[config.mk]
export PLATFORM = sky130hd
export DESIGN_NAME = sprite_ram_arbiter
export DESIGN_NICKNAME = d
export VERILOG_FILES = /design/src/rtl/sprite_pkg.sv /design/src/rtl/rr_arb2.sv /design/src/rtl/sprite_ram_arbiter.sv
export SDC_FILE = /design/constraint.sdc
export NUM_CORES = 1
export LEC_CHECK = 0
export ABC_AREA = 1
export BUFFER_PORTS_ARGS = -buffer_cell sky130_fd_sc_hd__buf_2
export CAP_MARGIN = 20
export CORE_MARGIN = 1.5
export CORE_UTILIZATION = 49
export CTS_BUF_LIST = sky130_fd_sc_hd__clkbuf_16
export CTS_CLUSTER_DIAMETER = 120
export DETAILED_ROUTE_END_ITERATION = 8
export PLACE_DENSITY = 0.84
export SYNTH_ARGS = -nofsm -noshare
export SYNTH_HDL_FRONTEND = slang
export SYNTH_SLANG_ARGS = --single-unit
[constraint.sdc]
create_clock -name clk -period 2.4 [get_ports clk]
set_clock_uncertainty 0.1 [all_clocks]
set_input_delay 0.36 -clock clk [delete_from_list [all_inputs] [get_ports clk]]
set_output_delay 0.36 -clock clk [all_outputs]
set_load 0.02 [all_outputs]
[src/rtl/sprite_pkg.sv]
// Shared definitions for the sprite RAM arbiter: RAM geometry, controller
// phases and the bit layout of a sprite word.
package sprite_pkg;

    localparam int ADDR_W = 10;
    localparam int DATA_W = 16;

    typedef enum logic [1:0] {
        LOADING = 2'd0,
        RUN     = 2'd1,
        DRAIN   = 2'd2
    } state_t;

    // Sprite word layout: {x[5:0], y[5:0], color[2:0], stop}
    localparam int SPR_X_MSB     = 15;
    localparam int SPR_X_LSB     = 10;
    localparam int SPR_Y_MSB     = 9;
    localparam int SPR_Y_LSB     = 4;
    localparam int SPR_COLOR_MSB = 3;
    localparam int SPR_COLOR_LSB = 1;
    localparam int SPR_STOP_BIT  = 0;

endpackage

[src/rtl/rr_arb2.sv]
// Two-requester round-robin arbiter. On a tie the side that was not granted
// most recently wins; a lone request is granted immediately.
module rr_arb2 (
    input  logic clk,
    input  logic resetn,
    input  logic en,
    input  logic req_wr,
    input  logic req_rd,
    output logic gnt_wr,
    output logic gnt_rd
);

    logic last_rd;

    always_comb begin
        gnt_wr = 1'b0;
        gnt_rd = 1'b0;
        if (en) begin
            if (req_wr && req_rd) begin
                gnt_wr = last_rd;
                gnt_rd = ~last_rd;
            end else begin
                gnt_wr = req_wr;
                gnt_rd = req_rd;
            end
        end
    end

    // Pointer starts on "read" so the writer wins the first tie.
    always_ff @(posedge clk or negedge resetn) begin
        if (!resetn) begin
            last_rd <= 1'b1;
        end else if (gnt_wr) begin
            last_rd <= 1'b0;
        end else if (gnt_rd) begin
            last_rd <= 1'b1;
        end
    end

endmodule

[src/rtl/sprite_ram_arbiter.sv]
// Shares the single-port sprite RAM between the loader (writes) and the
// drawing engine (reads), sequencing load / run / reload phases.
module sprite_ram_arbiter #(
    parameter int ADDR_W     = sprite_pkg::ADDR_W,
    parameter int DATA_W     = sprite_pkg::DATA_W,
    parameter int RD_LATENCY = 1
) (
    input  logic              clk,
    input  logic              resetn,
    input  logic              wr_req,
    input  logic [ADDR_W-1:0] wr_addr,
    input  logic [DATA_W-1:0] wr_data,
    output logic              wr_ack,
    input  logic              load_done,
    input  logic              reload,
    input  logic              rd_req,
    input  logic [ADDR_W-1:0] rd_addr,
    output logic              rd_ack,
    output logic              rd_valid,
    output logic [DATA_W-1:0] rd_data,
    output logic              ready,
    output logic [ADDR_W-1:0] ram_addr,
    output logic [DATA_W-1:0] ram_data,
    output logic              ram_wren,
    input  logic [DATA_W-1:0] ram_q
);

    import sprite_pkg::*;

    state_t              state;
    state_t              state_next;
    logic                arb_en;
    logic                arb_gnt_wr;
    logic                arb_gnt_rd;
    logic [RD_LATENCY:0] vpipe;
    logic                vtail;

    assign arb_en = (state == RUN) && !reload;
    assign vtail  = vpipe[RD_LATENCY];

    rr_arb2 u_arb (
        .clk    (clk),
        .resetn (resetn),
        .en     (arb_en),
        .req_wr (wr_req),
        .req_rd (rd_req),
        .gnt_wr (arb_gnt_wr),
        .gnt_rd (arb_gnt_rd)
    );

    // While loading, the writer bypasses the arbiter so the tie pointer only
    // tracks RUN-phase traffic.
    always_comb begin
        state_next = state;
        wr_ack     = 1'b0;
        rd_ack     = 1'b0;
        case (state)
            LOADING: begin
                wr_ack = wr_req;
                if (load_done && !wr_req) begin
                    state_next = RUN;
                end
            end
            RUN: begin
                wr_ack = arb_gnt_wr;
                rd_ack = arb_gnt_rd;
                if (reload) begin
                    state_next = DRAIN;
                end
            end
            DRAIN: begin
                if (vpipe == '0) begin
                    state_next = LOADING;
                end
            end
            default: state_next = LOADING;
        endcase
    end

    always_ff @(posedge clk or negedge resetn) begin
        if (!resetn) begin
            state <= LOADING;
            ready <= 1'b0;
        end else begin
            state <= state_next;
            ready <= (state_next == RUN);
        end
    end

    // Address, data and write enable are registered together so the RAM
    // always sees a coherent access.
    always_ff @(posedge clk or negedge resetn) begin
        if (!resetn) begin
            ram_addr <= '0;
            ram_data <= '0;
            ram_wren <= 1'b0;
        end else begin
            ram_wren <= wr_ack;
            if (wr_ack) begin
                ram_addr <= wr_addr;
                ram_data <= wr_data;
            end else if (rd_ack) begin
                ram_addr <= rd_addr;
            end
        end
    end

    always_ff @(posedge clk or negedge resetn) begin
        if (!resetn) begin
            vpipe    <= '0;
            rd_valid <= 1'b0;
            rd_data  <= '0;
        end else begin
            vpipe    <= {vpipe[RD_LATENCY-1:0], rd_ack};
            rd_valid <= vtail;
            if (vtail) begin
                rd_data <= ram_q;
            end
        end
    end

endmodule

## After elaboration in Yosys (flattened, before gate mapping)

Cells that the tools add are included.

- Register bits: 50
- Bits in latches: 0
- ROM bits: 0
- Bits in writable memories: 0
- Logic and storage cells: 36
- Memories: 0
- Output and inout port bits: 47

- Div/mod/pow operators: 0
- Shift-type cells: 0
- Order comparisons: 0
- Reduce and logical (&&, ||, !) cells: 9
- Equality and inequality tests: 3
- Bitwise operators: 1
- $add $sub $neg: 0
- $mul: 0
- Mux-type cells: 14

Operator list:

| operator | count |
|---|---|
| $mux W10 | 2 |
| $mux W1 | 7 |
| $mux W2 | 3 |
| $pmux W2 S3 | 1 |
| $eq A2 B1 Y1 const B | 2 |
| $logic_not A2 Y1 | 2 |
| $reduce_bool A2 Y1 | 2 |
| $logic_and A1 B1 Y1 | 3 |
| $eq A2 B2 Y1 const B | 1 |
| $logic_not A1 Y1 | 2 |
| $pmux W1 S2 | 1 |
| $not A1 Y1 | 1 |

## Longest topological paths before layout

Gate-level depths: netlist of the first run.

- Depth after elaboration: 6
- Mapped depth: 9
- Mapped depth without buffers: 8

## Cells and area by module

From an unflattened synthesis of the first run, not the netlist that was laid out.

- Cells, all modules: 225
- Area total of the unflattened synthesis: 2215.9 µm²

By module, submodules not included:

| module | sequential area each (µm²) | area each (µm²) | cells each | times used |
|---|---|---|---|---|
| sprite_ram_arbiter | 1226.2 | 2142.1 | 213 | 1 |
| rr_arb2 | 26.3 | 73.8 | 12 | 1 |

## Least setup slack after synthesis of the first run

Ideal clock, no wire load.

- Kind: register -> output
- Start: register u_arb.last_rd
- End: output port wr_ack
- Required time: 1940 ps
- Cell stages (with the launch flop): 6
- Data arrival time: 1057 ps
- Slack: 883 ps
- Cells stage by stage: dfstp_2 inv_1 a21oi_1 nand2_2 nand2_4 buf_4

- Longest elaborated chain between the ends: 3

Ends and longest elaborated chain:

| element | line | text |
|---|---|---|
| from (decl) | rr_arb2.sv:13 | `logic last_rd;` |
| from (signal assigned) | rr_arb2.sv:32 | `last_rd <= 1'b1;` |
| from (signal assigned) | rr_arb2.sv:34 | `last_rd <= 1'b0;` |
| from (signal assigned) | rr_arb2.sv:36 | `last_rd <= 1'b1;` |
| $mux W1 | rr_arb2.sv:19 | `if (req_wr && req_rd) begin` |
| $mux W1 | rr_arb2.sv:18 | `if (en) begin` |
| $pmux W1 S2 | sprite_ram_arbiter.sv:57 | `case (state)` |
| to (decl) | sprite_ram_arbiter.sv:13 | `output logic wr_ack,` |

No other way between the ends.

## Worst setup path after layout of the first run

- Start: register state[1]
- End: output port rd_ack

- Longest elaborated chain between the ends: 4

Ends and longest elaborated chain:

| element | line | text |
|---|---|---|
| from (decl) | sprite_ram_arbiter.sv:30 | `state_t state;` |
| from (signal assigned) | sprite_ram_arbiter.sv:85 | `state <= state_next;` |
| $eq A2 B1 Y1 (*) | sprite_ram_arbiter.sv:38, sprite_ram_arbiter.sv:57 |  |
| $logic_and A1 B1 Y1 | sprite_ram_arbiter.sv:38 | `assign arb_en = (state == RUN) && !reload;` |
| $mux W1 | rr_arb2.sv:18 |  |
| $mux W1 (*) | sprite_ram_arbiter.sv:57 |  |
| to (decl) | sprite_ram_arbiter.sv:18 | `output logic rd_ack,` |

Mark *: on every way between the ends. The rest lies on a longest branch, timed or not.

==> results of run 1 <==
[worst max-delay path by stage]
| stage | end | cells after the start | from | slack (ns) |
|---|---|---|---|---|
| floorplan | wr_ack | 5 | u_arb.last_rd | 0.88 |
| global placement | rd_ack | 7 | state[1] | 0.67 |
| detailed placement | rd_ack | 7 | state[1] | 0.64 |
| CTS | rd_ack | 7 | state[1] | 0.33 |
| global route | rd_ack | 7 | state[1] | 0.21 |
| finish | rd_ack | 7 | state[1] | 0.33 |
[routing by layer]
layer	global-route usage, %	part of all wire, %	vias to the layer above
li1	-	-	928
met4	5.13	0.34	0
met1	25.2	43	845
met3	4.07	7.4	2
met2	34.5	49	88
met5	0	0	-
[per-stage QoR]
| step | total power [µW] | utilization, % |
|---|---|---|
| after global routing | 3390 | 66.9 |
| after floorplan | 2030 | - |
| after global placement | 2420 | 62.8 |
| final | 3200 | 66.9 |
| after CTS | 3230 | 66.9 |
| after detailed placement | 2460 | 62.8 |
[cell usage after synthesis (2+ instances only)]
cell type	number	area, µm²
dfrtp_1	49	1230
inv_1	16	60.1
nand2_2	2	12.5
a21oi_1	2	10.0
nand3_1	36	180
buf_2	8	40.0
buf_6	4	45.0
nand4_1	10	62.6
nand2_1	67	251
nor2_1	2	7.51
buf_4	2	15.0
nand3_2	3	30.0
mux2_2	16	180
[kinds of logic (layout without fill, tap and decap cells)]
logic type             Yosys count  after routing  synth area share, %
buffers and inverters           30            136                 7.36
AO/OA/AOI/OAI                    3              3                0.805
multiplexers                    16             16                 8.28
AND/OR/NAND/NOR                122            122                 26.0
flip-flops                      50             50                 57.5
[power by group through the flow]
stage                     Sequential [µW]  Clock, µW  Combinational [µW]
after global placement               1280          0                1140
after global routing                 1320        825                1250
final                                1280        771                1150
after detailed placement             1300          0                1160
after CTS                            1280        787                1160
after floorplan                      1630          0                 400
[layout make-up]
cell class                 instances  area (µm²)  area share, %
timing repair buffer             112         583           20.2
multi-input combinational        141         764           26.4
tap                               52        65.1           2.25
inverter                          16        60.1           2.08
clock buffer                       5         125           4.33
sequential                        50        1250           43.3
clock inverter                     3        41.3           1.43
[flip-flops by register name (all words and copies together) (netlist names)]
signal         cells
rd_valid           1
ram_addr          10
state              2
rd_data           16
ram_wren           1
u_arb.last_rd      1
ram_data          16
vpipe              2
ready              1
[timing repair]
item                                    4_1_cts  5_1_grt
endpoints found under the hold margin        15        0
hold buffers                                  1        0
endpoints found under the setup margin        0        0
resized for setup                             0        0
[critical path, delay by kind of cell, from the launching register on]
kind          cells  cell delay [ns]
simple gates      3             0.44
buf+inv           4             0.52
flops             1             0.38
==> impl.org, run 1 <==
** Outcome
- The flow ran to the end, and the final reports show no timing, DRC or antenna violations.

** Hold path
- Beginning of the worst hold path :: wr_data[3]
- Endpoint of the worst hold-timing path :: ram_data[3]
- Number of cells on the worst hold path :: 3
- The tightest min-delay check is of the in -> reg type.

** Run
- The tool flagged a number of max-cap violations equal to 0.

** Place
- Count of buffers from port buffering :: 104
- Worst slack, placed :: 0.636 ns
- Placed standard-cell area :: between 2000 and 3000 µm²
- At the end of routability-driven placement, the weighted congestion stood at about 0.75.
- The HPWL after detailed placement is 3440 µm.
- Number of cells after detailed placement :: 370

** Global route
- The number of antenna violations at the first check in global routing came to 0.
- The number of global-route vias before repair came to between 1,500 and 2,000.
- The first global-routing pass estimated 7850 µm of wire.
- In the global route stage, overall resource usage came out at roughly a fifth.
- Maximum number of pins on one net before global-route repair :: 38
- Summed over all layers, the global routing overflow is 0.

** Synth
- Synth cell types :: 17
- The synthesized design contains 50 register bits.
- A synthesized cell averages ~9.9 µm².
- After synthesis, flip-flops and latches occupy between 50 and 60% of the total area.
- In the synthesized netlist the dominant register cell turns out to be dfrtp_1.
- YS warnings :: 0
- Syn Inst Count :: about 220
- Synthesis produced a netlist with a net count of 279.
- After synthesis, the share of flip-flops with an asynchronous set or reset is 100%.
- Netlist area before placement :: 2180 µm²
- In this run, synthesis inferred 0 flip-flops with an integrated enable.

** Worst setup path
- Measured in cells, the most critical reg-to-reg path has a length of 8.
- Critical register-to-register path startpoint :: state[1]
- STA classifies the critical path startpoint as a flop.
- The worst register-to-register path has a setup slack of 0.76 ns.
- The slowest stage of the critical path is the dfrtp_1 cell.
- Nature of the critical path endpoint :: output pin
- At the worst endpoint, the arrival time is 1.61 ns.
- Traced cell by cell, the critical path runs through inv_1, nand2_1, nor2_4, nand2_1, buf_4, inv_1, buf_2.
- In this run the worst path has a maximum fanout of 13.
- At the worst endpoint, the required time is 1.94 ns.
- The endpoint identified for the worst register-to-register timing path is ram_data[12].
- The critical path in this run is classified as reg -> out.
- Delay of the slowest cell on the worst path :: 0.38 ns

** Finish
- For this run, the number of standard cells in the final layout without fillers is 379.
- In the layout the commonest cells are 104 x buf_2, 67 x nand2_1, 49 x dfrtp_1, 36 x nand3_1, 17 x inv_1.
- Layout cells sized above 1 :: 43.4%
- Most common cell after layout, fill and taps aside :: buf_2
- The final layout contains roughly 380 nets.
- Diodes inserted :: 0
- Area growth from synthesis to layout :: 32.8%
- Summing all non-filler instances in the final layout gives an area of 2890 µm².
- Fillers :: roughly 340

** STA
- Measured against its own limit, the worst slew margin works out to between 50% and 60%.
- Highest Clock Rate :: 0.483 GHz
- Final worst setup slack :: between 0.3 and 0.4 ns
- Hold timing on the final database bottoms out at a slack of about 0.17 ns.
- Slew at the pin closest to its max-slew limit :: 0.647 ns
- Final worst path period share :: a little under nine tenths
- The final hold violation count came to 0.
- After routing, the total negative slack on setup checks comes to 0 ns.
- Setup violators final :: 0
- RSZ-0062 raised after global routing :: no
- Max-slew violations :: 0
- Subtracting the final worst setup slack from the clock period gives slightly above 2 ns.

** Power
- Total power per unit cell area :: 1110 nW/µm²
- The share of total power dissipated in the clock network is 24.1%.
- Register share of total power :: about 40%
- Comb power frac :: 35.9%
- Sw power :: 1140 µW
- VDD sags by at most 0.000570 V.
- Leakage power summed over all cells :: about 0.0016 µW
- Proportion of total power due to net switching :: 35.5%
- The internal portion of the total power is 2070 µW.

** Floorplanning
- During I/O placement, the number of pins put on the boundary was 105.
- Starting density of the core :: between 50% and 60%
- The die is 69.7 µm tall.
- In this run the standard cell core region covers 4320 µm².
- Count of standard-cell rows :: 24
- The floorplan step defined a die boundary enclosing 4850 µm².
- Chip width :: 69.7 µm

** Detailed routing
- Mean number of vias per cell :: 4.92
- After detailed routing, the number of remaining DRC violations is 0.
- Vias after detailed routing :: around 1,900
- Total iterations of the first detailed-routing run :: 4
- Wire length per cell :: 12.3 µm
- Once detail routing completed, the nets flagged for antenna violations numbered 0.
- Total wirelength of the detailed-routed design :: around 4700 µm
- The detailed router finished its first iteration with 108 violations.

** Clock network
- The number of clock buffers added by TritonCTS is 5.
- The number of setup buffers added after CTS is 0.
- TritonCTS built the clock tree.
- Sink count of the clock tree :: 50
- The tree is rooted in a clkbuf_16.
- The later pin in the worst-skew pair is clocked with a latency of 0.28 ns.
- Register clock-pin slew on the reported worst setup and hold paths :: 0.06 ns
- The clock passes through at most 2 buffers.
- Number of H-tree levels :: 2
(Power assumes the default switching activity.)
==> run 2, diff against run 1 <==
Settings changed: ABC_AREA 1 to 0, CORE_UTILIZATION 49 to 48.
==> impl.org, run 2 <==
** Synth
- Synth Net Count :: 212 (-24%)
- The count of synthesis-stage warnings from yosys is 0 (unchanged).
- Sorting the synthesized cells by how often they occur yields 49 x dfrtp_1, 24 x mux2_2, 12 x o21ai_0.
- Yosys top cell area share :: 59.7% (+3.4 points)
- Netlist area before placement :: 2050 µm² (-5.7%)
- Most frequently used cell type in the post-synthesis netlist :: dfrtp_1
- The number of instances in the synthesized netlist came to 154 (-30%).
- Ys flop type :: dfrtp_1
- Mean area per synthesized cell :: 13.3 µm² (+35%)
- After synthesis, the cell types taking the most area are dfrtp_1 60%, mux2_2 13%, mux2_4 5.9%.
- The count of cell types in the netlist came to 22 (+5).
- Sequential cell area fraction in the yosys report :: 61.0% (+3.5 points)
- Register bit count reported by yosys :: 50 (unchanged)
- dfrtp_1 takes more of the synthesized area than any other cell.
- EDFF count, synth :: 0 (unchanged)
- The share of synthesized flip-flops with an asynchronous set or reset was 100% (unchanged).

** Floorplanning
- Count of standard-cell rows :: 23 (-4.2%)
- Die Y-Extent :: 68.4 µm (-1.8%)
- The total core area was 4060 µm² (-6.2%).
- The width of the die is 68.4 µm (-1.8%).
- The starting density of the core was 50.6% (+0.25 points).
- The full die area came to 4680 µm² (-3.6%).
- The number of top-level design ports is 105 (unchanged).

** Worst setup path
- Delay of the slowest cell on the worst path :: 0.71 ns (+0.33 ns)
- The worst setup path is of the reg -> out kind.
- The cell family contributing the most delay on the critical path is simple AND/OR/NAND/NOR gates.
- STA classifies the critical path startpoint as a flop.
- The maximum fanout along the worst path came to 11 (-2).
- Critical path arrival :: 1.82 ns (+0.21 ns)
- Required time of the worst setup path :: 1.94 ns (about the same)
- The critical path goes through or4bb_1, nor2_1, buf_2.
- Slowest cell on crit path :: or4bb_1
- Sum of buffers and inverters on the critical path :: 1 (-3)
- R2r setup slk :: 0.35 ns (-0.41 ns)
- Nature of the critical path endpoint :: output pin

** Power
- The power density over the cells came to 1120 nW/µm² (+0.81%).
- Worst supply voltage drop on vdd :: 0.000532 V (-6.6%)
- Leakage power summed over all cells :: 0.00138 µW (-16%)

** Detailed routing
- The via count of the routed design is 1,653 (-11%).
- The detail-routed net length per standard cell came to 14.9 µm (+21%).
- Total iterations of the first detailed-routing run :: 4 (unchanged)
- Mean number of vias per cell :: 5.32 (+8.1%)
- The count of antenna-violating nets left after detailed routing is 0 (unchanged).
- Drc violations :: 0 (unchanged)
- The total detailed-routing wirelength was 4650 µm (-0.56%).
- First DRT Iteration DRCs :: 112 (+3.7%)

** Place
- Count of buffers from port buffering :: 104 (unchanged)
- Final weighted congestion of routability-driven global placement :: 0.781 (+4.6%)
- Hpwl dp :: 3510 µm (+2.2%)

** Global route
- The global route total overflow came to 0 (unchanged).
- The number of antenna violations at the first check in global routing was 0 (unchanged).
- Maximum number of pins on one net before global-route repair :: 28 (-26%)
- The first-pass GRT wire length came to 7070 µm (-9.9%).
- Global-route total usage across every layer :: 20.3% (+0.48 points)
- The number of global-route vias before repair came to 1,557 (-12%).

** STA
- The time the worst path needs with I/O delays and setup is 2.28 ns (+0.205 ns).
- Setup violators final :: 0 (unchanged)
- Relative slew slack :: 54.0% (-2.9 points)
- Final hold viol count :: 0 (unchanged)
- The transition time at the pin with the least slew margin came to 0.691 ns (+0.0439 ns).
- Final worst path period share :: 94.8% (+8.5 points)
- The post-route setup TNS was 0 ns (unchanged).
- Worst hold-check slack :: 0.202 ns (+0.0297 ns)
- The highest achievable clock rate was 0.439 GHz (-9.0%).
- Max-slew violations :: 0 (unchanged)
- Setup repair after global routing left no endpoint under its margin.

** Run
- Max capacitance violation total :: 0 (unchanged)

** Finish
- The post-layout utilization of the core is 69.1% (+2.2 points).
- Fillers :: 315 (-7.6%)
- Commonest cells after routing, fill and taps aside :: 104 x buf_2, 49 x dfrtp_1, 24 x mux2_2, 12 x o21ai_0, 11 x a31oi_1
- The library cell used most frequently in the layout, excluding fill and tap cells, is buf_2.
- The count of nets after finishing is 318 (-17%).
- Biggest registers after layout :: ram_data: 16 flops, rd_data: 16 flops, ram_addr: 10 flops
- Relative to the synthesized area, the layout overhead comes to 36.5%.
- The fraction of layout cells with a size suffix above 1 is 57.5% (+14 points).
- The diode insertion count for antenna repair was 0 (unchanged).

** Clock network
- Cts-stage hold buffer count :: 1 (unchanged)
- Number of H-tree levels :: 2 (unchanged)
- The number of clock sinks seen by CTS is 50 (unchanged).
- The post-cts repair resize count was 0 (unchanged).
- Register clock-pin slew on the reported worst setup and hold paths :: 0.07 ns (about the same)
- TritonCTS built the clock tree.
- TritonCTS buffer count :: 5 (unchanged)
- Post-CTS setup buffers :: 0 (unchanged)
- Maximum buffer depth of the clock tree :: 2 (unchanged)
- CTS placed an instance of clkbuf_16 at the clock tree root.
- The source-to-sink clock delay at the later pin of the worst-skew pair was 0.28 ns (about the same).

** Outcome
- Outcome :: finished, final reports clean

** Hold path
- Class of the worst hold path :: in -> reg
## run 2: cell types whose count changed after synthesis, sizes merged, moves of 2 or more
cell / delta
clkbuf: +8
nor4: +10
mux2: +16
buf: -11
nand3: -29
nand4: -10
nor2: +2
inv: -14
o21ai: +12
a31oi: +11
nand2: -69
and2: +2
## run 2: path summary, 6_finish.rpt
kind,from,end,cells after the start
worst min register to register,vpipe[0],vpipe[1],0
worst max-delay path,state[1],rd_ack,3
max in group asynchronous,resetn,rd_data[14],3
min in group asynchronous,resetn,ram_data[11],2
worst min-delay path,wr_data[11],ram_data[11],2
worst max register to register,u_arb.last_rd,ram_data[12],4
## run 2: logic make-up (layout without fill, tap and decap cells)
kind of cell	after synthesis	after routing	share of synthesized area, %
and+or+nand+nor	35	35	9.99
muxes	32	32	19.0
DFF	50	50	61.0
buffers and inverters	13	120	3.47
AOI/OAI and AO/OA	24	24	6.52
## run 2: final cells by class
type,instances,area [µm²],share of cell area [%]
Sequential cell,50,1250,44.7
Tap cell,50,62.6,2.23
Inverter,2,7.51,0.268
Clock inverter,3,45.0,1.61
Timing Repair Buffer,110,581,20.7
Multi-Input combinational cell,91,729,26.0
Clock buffer,5,125,4.46
## run 2: report_power, final
| group | leakage (µW) | total [µW] | internal (µW) | switching [µW] |
|---|---|---|---|---|
| Sequential | 0.000593 | 1260 | 1120 | 144 |
| Combinational | 0.000707 | 1080 | 454 | 627 |
| Clock | 0.0000760 | 788 | 491 | 296 |
## run 2: per-stage QoR
stage	instances	instance area, µm²	total power [µW]	setup slack (ns)
floorplan	154	2050	1960	0.325
global placement	302	2620	2320	0.414
detailed placement	302	2620	2370	0.370
CTS	311	2800	3160	0.126
global route	311	2800	3310	0.0209
finish	311	2800	3130	0.124
## run 2: per-layer routing
metal | vias to the layer above | track usage [%] | part of all wire (%)
met2 | 86 | 33.5 | 51
met4 | 0 | 6.75 | 1.0
li1 | 770 | - | -
met1 | 790 | 26.3 | 40
met3 | 7 | 4.28 | 7.8
met5 | - | 0 | 0
## run 2: worst register-to-register path: stages (launching register included)
cell,delay (ns)
dfstp_2,0.55
and3b_1,0.30
or3_1,0.43
buf_4,0.24
mux2_4,0.33
